### config.mk
export PLATFORM = sky130hd
export DESIGN_NAME = scan_seq_4b
export DESIGN_NICKNAME = d
export VERILOG_FILES = /design/src/rtl/scan_pkg.sv /design/src/rtl/scan_seq_4b_prio_enc16.sv /design/src/rtl/scan_seq_4b.sv
export SDC_FILE = /design/constraint.sdc
export NUM_CORES = 1
export LEC_CHECK = 0
export CAP_MARGIN = 20
export CORE_UTILIZATION = 45
export CTS_BUF_LIST = sky130_fd_sc_hd__clkbuf_4 sky130_fd_sc_hd__clkbuf_8 sky130_fd_sc_hd__clkbuf_16
export DETAILED_ROUTE_END_ITERATION = 10
export PLACE_DENSITY = 0.69
export SETUP_SLACK_MARGIN = 0.5
export SLEW_MARGIN = 30
export SYNTH_ARGS = -nofsm -noshare
export SYNTH_HDL_FRONTEND = slang
export SYNTH_SLANG_ARGS = --single-unit
### constraint.sdc
create_clock -name clk -period 2.1 [get_ports clk]
set_input_delay 0.42 -clock clk [delete_from_list [all_inputs] [get_ports clk]]
set_output_delay 0.42 -clock clk [all_outputs]
set_load 0.05 [all_outputs]
### src/rtl/scan_pkg.sv
// Shared types and sizes for the channel scan sequencer.
package scan_pkg;
  localparam int N_CH  = 16;
  localparam int SEL_W = 4;
  localparam int CNT_W = 5;

  typedef enum logic [1:0] {
    IDLE  = 2'd0,
    SEEK  = 2'd1,
    DWELL = 2'd2,
    DONE  = 2'd3
  } state_e;
endpackage

### src/rtl/scan_seq_4b_prio_enc16.sv
// Lowest-set-bit priority encoder over the 16 channel request bits.
import scan_pkg::*;

module prio_enc16 (
  input  logic [N_CH-1:0]  vec_i,
  output logic [SEL_W-1:0] idx_o,
  output logic             any_o
);
  always_comb begin
    idx_o = '0;
    any_o = |vec_i;
    // Walk downward so the lowest set bit is the last one written.
    for (int i = N_CH - 1; i >= 0; i--) begin
      if (vec_i[i]) idx_o = SEL_W'(i);
    end
  end
endmodule

### src/rtl/scan_seq_4b.sv
// Scan sequencer: visits each masked channel in ascending order, holding
// sel live for dwell+1 cycles with a one-cycle break between channels.
import scan_pkg::*;

module scan_seq_4b #(
  parameter int DWELL_W = 4
) (
  input  logic               clk,
  input  logic               rst,
  input  logic               start,
  input  logic               stop,
  input  logic [N_CH-1:0]    mask,
  input  logic [DWELL_W-1:0] dwell,
  output logic [SEL_W-1:0]   sel,
  output logic               sel_valid,
  output logic               busy,
  output logic               done,
  output logic [CNT_W-1:0]   ch_count
);
  state_e               state_q;
  logic [N_CH-1:0]      pending_q;
  logic [DWELL_W-1:0]   dwell_q;
  logic [DWELL_W-1:0]   cnt_q;
  logic [SEL_W-1:0]     sel_q;
  logic                 sel_valid_q;
  logic                 done_q;
  logic [CNT_W-1:0]     ch_count_q;

  logic [SEL_W-1:0]     nxt_idx;
  logic                 nxt_any;

  prio_enc16 u_enc (
    .vec_i (pending_q),
    .idx_o (nxt_idx),
    .any_o (nxt_any)
  );

  always_ff @(posedge clk) begin
    if (rst) begin
      state_q     <= IDLE;
      pending_q   <= '0;
      dwell_q     <= '0;
      cnt_q       <= '0;
      sel_q       <= '0;
      sel_valid_q <= 1'b0;
      done_q      <= 1'b0;
      ch_count_q  <= '0;
    end else begin
      done_q <= 1'b0;
      case (state_q)
        IDLE: begin
          if (start) begin
            pending_q  <= mask;
            dwell_q    <= dwell;
            ch_count_q <= '0;
            state_q    <= SEEK;
          end
        end
        SEEK: begin
          if (stop || !nxt_any) begin
            sel_valid_q <= 1'b0;
            done_q      <= 1'b1;
            state_q     <= DONE;
          end else begin
            sel_q       <= nxt_idx;
            pending_q   <= pending_q & ~(N_CH'(1) << nxt_idx);
            sel_valid_q <= 1'b1;
            cnt_q       <= dwell_q;
            ch_count_q  <= ch_count_q + CNT_W'(1);
            state_q     <= DWELL;
          end
        end
        DWELL: begin
          // Abort wins over normal expiry so the channel is dropped at once.
          if (stop) begin
            sel_valid_q <= 1'b0;
            done_q      <= 1'b1;
            state_q     <= DONE;
          end else if (cnt_q != '0) begin
            cnt_q <= cnt_q - DWELL_W'(1);
          end else begin
            sel_valid_q <= 1'b0;
            state_q     <= SEEK;
          end
        end
        DONE: state_q <= IDLE;
        default: state_q <= IDLE;
      endcase
    end
  end

  assign sel       = sel_q;
  assign sel_valid = sel_valid_q;
  assign busy      = (state_q == SEEK) || (state_q == DWELL);
  assign done      = done_q;
  assign ch_count  = ch_count_q;
endmodule

== Word level (Yosys, flattened, before mapping) ==
Index checks and enable logic that the tools add are counted.

* Register bits: 37
* Word-level logic and storage cells: 74

* Add/sub/neg operators: 2
* Equality and inequality tests: 8
* Shift-type cells: 1
* Muxes and demuxes: 38
* Bitwise gates (word level): 3
* Reductions and logical operators: 14

{| class="wikitable"
|+ Operators with widths
! operator !! number
|-
| 4-bit 2-to-1 mux || 19
|-
| 16-bit 2-to-1 mux || 2
|-
| 16-bit one-hot mux with 2 select lines || 1
|-
| 16-bit bitwise AND || 1
|-
| 16-bit NOT || 1
|-
| 16-bit OR reduction || 1
|-
| 1-bit by 4-bit << shifter with 16-bit output (first input constant) || 1
|-
| 5-bit 2-to-1 mux || 2
|-
| 5-bit one-hot mux with 2 select lines || 1
|-
| 2-bit != test (second input constant) || 4
|-
| 2-bit one-hot mux with 4 select lines || 1
|-
| 4-bit one-hot mux with 2 select lines || 1
|-
| 2-bit AND reduction || 4
|-
| 1-bit 2-to-1 mux || 6
|-
| 2-bit 2-to-1 mux || 3
|-
| 5-bit by 1-bit adder with 5-bit output (second input constant) || 1
|-
| 2-bit == test (second input constant) || 2
|-
| 1-bit one-hot mux with 2 select lines || 2
|-
| 4-bit AND reduction || 1
|-
| 2-bit nonzero test || 2
|-
| 4-bit nonzero test || 1
|-
| 4-bit by 1-bit subtractor with 4-bit output (second input constant) || 1
|-
| 3-bit != test (second input constant) || 1
|-
| 3-bit AND reduction || 1
|-
| 5 further kinds || 6
|}

== Depth between registers and ports, before layout ==
* Depth after elaboration: 21
* Gate-level depth with buffers: 9
* Depth with buffers taken out: 7

== Cells and area by module ==
From an unflattened synthesis, not the netlist that was laid out.

* Cell total of the unflattened synthesis: 252
* Area total of the unflattened synthesis: 1984.4 sq um

{| class="wikitable"
|+ By module, submodules not included
! module !! times used !! cells each !! area an instance (sq um) !! seq. area each (sq um)
|-
| scan_seq_4b || 1 || 218 || 1808.0 || 740.7
|-
| prio_enc16 || 1 || 34 || 176.4 || 0.0
|}

== Worst setup path after synthesis ==
Ideal clock, no wire load.

* Path type: reg-to-reg
* Start point: register state_q[0]
* End point: register ch_count_q[2] (netlist: ch_count[2])
* Setup time: 70 ps
* Data arrival time: 1807 ps
* Required time: 2030 ps
* Setup slack: 223 ps
* Cell stages (with the launch flop): 10
* Period minus slack after synthesis: 1877 ps
* Cells stage by stage: dfxtp_1 -> inv_1 -> ha_1 -> buf_2 -> nand2_1 -> nor2_2 -> a31oi_1 -> buf_4 -> or3_1 -> a21oi_1

* Longest elaborated chain between the ends: 3
* Elaborated cells on any way between the ends: 7

{| class="wikitable"
|+ RTL lines
! element !! line !! RTL
|-
| start: declaration || scan_seq_4b.sv:20 || <nowiki>state_e state_q;</nowiki>
|-
| start signal: assignment || scan_seq_4b.sv:40 || <nowiki>state_q <= IDLE;</nowiki>
|-
| start signal: assignment || scan_seq_4b.sv:56 || <nowiki>state_q <= SEEK;</nowiki>
|-
| start signal: assignment || scan_seq_4b.sv:63 || <nowiki>state_q <= DONE;</nowiki>
|-
| 2-bit by 1-bit == test with 1-bit output or 2-bit zero test (tied branches) || scan_seq_4b.sv:50 || <nowiki>case (state_q)</nowiki>
|-
| 2-bit != test (no line) or 2-bit nonzero test (tied branches) || n/a ||
|-
| 3-bit AND reduction (no line) || n/a ||
|-
| end signal: assignment || scan_seq_4b.sv:69 || <nowiki>ch_count_q <= ch_count_q + CNT_W'(1);</nowiki>
|-
| end: declaration || scan_seq_4b.sv:27 || <nowiki>logic [CNT_W-1:0] ch_count_q;</nowiki>
|}

Parallel ways exist; a longest one is shown, timed or not.
A chain may end at the register's enable or synchronous reset.

== Final worst setup path ==
* Start point: register pending_q[6]
* End point: register pending_q[5]

* Longest elaborated chain between the ends: 12
* Elaborated cells on any way between the ends: 17

{| class="wikitable"
|+ RTL lines
! element !! line !! RTL
|-
| start: declaration || scan_seq_4b.sv:21 || <nowiki>logic [N_CH-1:0] pending_q;</nowiki>
|-
| start signal: assignment || scan_seq_4b.sv:53 || <nowiki>pending_q <= mask;</nowiki>
|-
| start signal: assignment || scan_seq_4b.sv:66 || <nowiki>pending_q <= pending_q & ~(N_CH'(1) << nxt_idx);</nowiki>
|-
| 4-bit 2-to-1 mux (7 in series) || scan_seq_4b_prio_enc16.sv:14 || <nowiki>if (vec_i[i]) idx_o = SEL_W'(i);</nowiki>
|-
| 1-bit by 4-bit << shifter with 16-bit output || scan_seq_4b.sv:66 ||
|-
| 16-bit NOT || scan_seq_4b.sv:66 ||
|-
| 16-bit bitwise AND || scan_seq_4b.sv:66 ||
|-
| 16-bit 2-to-1 mux || scan_seq_4b.sv:60 || <nowiki>if (stop || !nxt_any) begin</nowiki>
|-
| 16-bit one-hot mux with 2 select lines || scan_seq_4b.sv:50 ||
|}

Parallel ways exist; a longest one is shown, timed or not. The select of a mux whose other input is x is not followed.

==> flow_summary.toml <==
[run_status]
outcome = "finished, violations left"
violations = "DRC"

[layout]
layout.nets = 368
final_layout_size_suffix_gt1_frac = 0.388
num_antenna_cells = 0
design_area_mm2 = 0.00330
post_synthesis_to_final_layout_area_growth_pct = 56.5
final_cell_count_no_fill = 390
utilization = 0.744

[grt]
antenna_found_initial = 0
grt_pass1_vias = 2351
groute.usage.overall = 0.281
overflow_after_grt = 0
maximum_number_of_pins_on_one_net_before_global_route_repair = 31
grt_pass1_wl_um = 10900

[critical_path]
critical_path.startpoint_type = "flop"
worst-r2r-cell-count = 4
timing.reg2reg.setup_slack_ps = 270
cp_data_arrival_time_ps = 1990
timing.critical_path.to_type = "flop"
critPathMaxFanout = 5
rr_endpoint = "pending_q[5]$_SDFFE_PP0P_"
critical_path.reg2reg.startpoint = "pending_q[6]$_SDFFE_PP0P_"
worst-setup-path-type = "flop to flop"
critPathRequiredTime_ps = 2270

[flow_run]
drv.max_cap_violation_count = 0

[floorplanning]
ios = 36
dieWidth_um = 70.5
initial_core_util = 0.475
dieHeight_um = 70.5
std_cell_rows = 24
core-area_mm2 = 0.00444
die_area_mm2 = 0.00497

[power_and_ir_drop]
power.leakage_nw = 1.21
power.share.sequential = 0.214
cellInternalPower_mw = 2.83
net_switching_share_of_the_total_power = 0.468
power_per_cell_area_mw_per_mm2 = 1610
pwr-share-comb = 0.688
vdd_ir_drop_max_v = 0.00107
report.power.total_mw = 5.33
netSwitchingPower_mw = 2.50
pwr-share-clk = 0.098

[routing]
drt_first_pass_iters = 8
via_per_inst = 6.24
dr_total_vias = 2435
detailed_route_wire_length_um = 7100
drc = 4
route.antenna.remaining_nets = 0
detail_route.wl_per_cell_um = 18.2
dr.first_iter.drc_count = 253

[placed_design]
place_ws_ps = 67.8
dp_hpwl_um = 4210
port_buffers = 35
globalplace.congestion = 0.883
place_inst = 356
postPlaceCellArea_mm2 = 0.00270

[sta]
timing.max_slew.rel_slack = 0.632
final-setup-viol-count = 0
setup_total_negative_slack_ps = 0
finalHoldViolCount = 0
tightest_slew_ps = 547
holdWs_ps = 450
period_minus_slack_ps = 1830
rsz_0062_raised_after_global_routing = "yes"
setup_ws_ps = 272
finalClockSkew_ps = 11.4
fmaxAchievable_mhz = 547
timing.final.crit_share = 0.871
report.final.slew_viol_count = 0

[yosys]
synth.cell_area_mm2 = 0.00211
syn_nets = 293
synthesis.instances = 263
syn_avg_cell_area_um2 = 8.03
ff_latch_count_synth = 37
synthesis.yosys.warnings = 0
number_of_synthesized_flops_with_an_enable_pin = 0
synth_sequential_area_ratio = 0.351
yosys_cell_types = 46
postSynth.topFlopCell = "sky130_fd_sc_hd__dfxtp_1"
async_reset_ff_frac = 0

[clocking]
cts_tree = "yes"
clock_tree.htree_level_count = 2
cts-root-to-sink-buffers = 2
clockRootBuffer = "sky130_fd_sc_hd__clkbuf_8"
clock_insertion_delay_worst_skew_ps = 290
path_clk_slew_ps = 80
clock_sinks = 37
cts_made_buffers = 5

[hold_path]
min_to = "sel[2]$_SDFFE_PP0P_"
worstHoldStart = "sel[2]$_SDFFE_PP0P_"
worst_hold_path_type = "flop to flop"
hold_depth = 2
sequential cells by signal (all words and copies together), names as in the netlist:
| signal | flops |
|---|---|
| pending_q | 16 |
| done | 1 |
| sel_valid | 1 |
| cnt_q | 4 |
| sel | 4 |
| state_q | 2 |
| ch_count | 5 |
| dwell_q | 4 |
layout make-up:
cell class / count / area [um^2]
Clock buffer: 7 / 90.1
Sequential cell: 37 / 768
Tap cell: 52 / 65.1
Multi-Input combinational cell: 198 / 1590
Timing Repair Buffer: 82 / 738
Inverter: 14 / 55.1
Fill cell: 318 / 1140
how the worst max path moves through the flow:
stage	startpoint	to	cells after the start	slack [ps]
2_1_floorplan	state_q[0]$_SDFFE_PP0P_	ch_count[2]$_SDFFE_PP0P_	9	450
3_3_place_gp	start	pending_q[7]$_SDFFE_PP0P_	7	130
3_5_place_dp	start	pending_q[7]$_SDFFE_PP0P_	7	70
4_1_cts	pending_q[5]$_SDFFE_PP0P_	pending_q[9]$_SDFFE_PP0P_	4	370
5_1_grt	pending_q[9]$_SDFFE_PP0P_	pending_q[6]$_SDFFE_PP0P_	8	260
6_report	pending_q[6]$_SDFFE_PP0P_	pending_q[5]$_SDFFE_PP0P_	4	270
synthesized netlist by cell type, types with 3 or more instances:
| master | instances | area (um^2) |
|---|---|---|
| sky130_fd_sc_hd__o311ai_0 | 3 | 26.3 |
| sky130_fd_sc_hd__a31oi_1 | 3 | 18.8 |
| sky130_fd_sc_hd__ha_1 | 6 | 75.1 |
| sky130_fd_sc_hd__clkbuf_1 | 10 | 37.5 |
| sky130_fd_sc_hd__o21ai_1 | 12 | 60.1 |
| sky130_fd_sc_hd__a311oi_1 | 7 | 61.3 |
| sky130_fd_sc_hd__mux2i_1 | 7 | 70.1 |
| sky130_fd_sc_hd__o21ai_0 | 9 | 45.0 |
| sky130_fd_sc_hd__o31ai_1 | 3 | 22.5 |
| sky130_fd_sc_hd__nor3_1 | 9 | 45.0 |
| sky130_fd_sc_hd__or3_1 | 6 | 37.5 |
| sky130_fd_sc_hd__or4_1 | 3 | 22.5 |
| sky130_fd_sc_hd__nor2_1 | 19 | 71.3 |
| sky130_fd_sc_hd__nand2_1 | 23 | 86.3 |
| sky130_fd_sc_hd__inv_1 | 14 | 52.6 |
| sky130_fd_sc_hd__nor4_1 | 5 | 31.3 |
| sky130_fd_sc_hd__nand2b_1 | 3 | 18.8 |
| sky130_fd_sc_hd__dfxtp_1 | 37 | 741 |
| sky130_fd_sc_hd__nand3_1 | 14 | 70.1 |
| sky130_fd_sc_hd__a21oi_1 | 28 | 140 |
| sky130_fd_sc_hd__o32ai_1 | 3 | 26.3 |
| sky130_fd_sc_hd__buf_2 | 4 | 20.0 |
| sky130_fd_sc_hd__nor4_2 | 3 | 37.5 |
per-layer routing:
metal  vias to the layer above  track usage  share of wire
met4                         0        0.145          0.032
met2                       104        0.482           0.49
met1                      1158        0.331           0.43
met3                        23       0.0563          0.053
met5                         -            0              0
li1                       1150            -              -
repair_timing:
item / 4_1_cts / 5_1_grt
setup buffers: 18 / 7
endpoints found under the setup margin: 44 / 37
gates cloned: 2 / 0
pin swaps: 21 / 21
gates resized for setup: 85 / 28
hold buffers: 0 / 0
worst max-delay path, stage by stage, from the launching register on:
cell	delay, ps
sky130_fd_sc_hd__dfxtp_1	380
sky130_fd_sc_hd__nor4_1	530
sky130_fd_sc_hd__a31o_1	390
sky130_fd_sc_hd__o311a_4	300
sky130_fd_sc_hd__a311oi_2	90
power groups by stage:
stage          Clock (mW)  Sequential, mW  Combinational [mW]
2_1_floorplan           0            1.15                1.71
3_3_place_gp            0            1.09                2.43
3_5_place_dp            0            1.09                2.43
4_1_cts             0.524            1.11                3.26
5_1_grt             0.565            1.15                3.87
6_report            0.523            1.14                3.67
cell families after synthesis:
kind of cell	Yosys count	synth area share
AND/OR/NAND/NOR	93	0.231
adder cells (fa/ha/maj)	6	0.0355
flip-flops	37	0.351
multiplexers	9	0.0438
AO/OA/AOI/OAI	89	0.283
buffers and inverters	29	0.0557
layout by cell type, fill, tap and decap left out, types with 3 or more instances in the layout:
| cell type | instances |
|---|---|
| sky130_fd_sc_hd__dlygate4sd2_1 | 5 |
| sky130_fd_sc_hd__ha_1 | 4 |
| sky130_fd_sc_hd__clkdlybuf4s50_1 | 21 |
| sky130_fd_sc_hd__mux2i_1 | 7 |
| sky130_fd_sc_hd__nor2_2 | 3 |
| sky130_fd_sc_hd__a31oi_1 | 3 |
| sky130_fd_sc_hd__o21ai_1 | 11 |
| sky130_fd_sc_hd__clkbuf_8 | 6 |
| sky130_fd_sc_hd__a21oi_1 | 21 |
| sky130_fd_sc_hd__dfxtp_1 | 25 |
| sky130_fd_sc_hd__nor4_4 | 5 |
| sky130_fd_sc_hd__nand2b_1 | 3 |
| sky130_fd_sc_hd__dfxtp_2 | 7 |
| sky130_fd_sc_hd__o21ai_0 | 4 |
| sky130_fd_sc_hd__a311oi_1 | 4 |
| sky130_fd_sc_hd__nor2_1 | 16 |
| sky130_fd_sc_hd__inv_1 | 11 |
| sky130_fd_sc_hd__nor4_1 | 3 |
| sky130_fd_sc_hd__a311oi_2 | 3 |
| sky130_fd_sc_hd__buf_6 | 13 |
| sky130_fd_sc_hd__or4_4 | 3 |
| sky130_fd_sc_hd__nand3_1 | 12 |
| sky130_fd_sc_hd__clkbuf_2 | 3 |
| sky130_fd_sc_hd__a41oi_2 | 3 |
| sky130_fd_sc_hd__nor3_1 | 7 |
| sky130_fd_sc_hd__dfxtp_4 | 5 |
| sky130_fd_sc_hd__buf_4 | 34 |
| sky130_fd_sc_hd__o21ai_2 | 5 |
| sky130_fd_sc_hd__or3_1 | 5 |
| sky130_fd_sc_hd__nand2_1 | 20 |
| sky130_fd_sc_hd__a21oi_2 | 7 |
| sky130_fd_sc_hd__clkdlybuf4s15_1 | 3 |
Note: power is estimated with default switching activity, not from simulation.
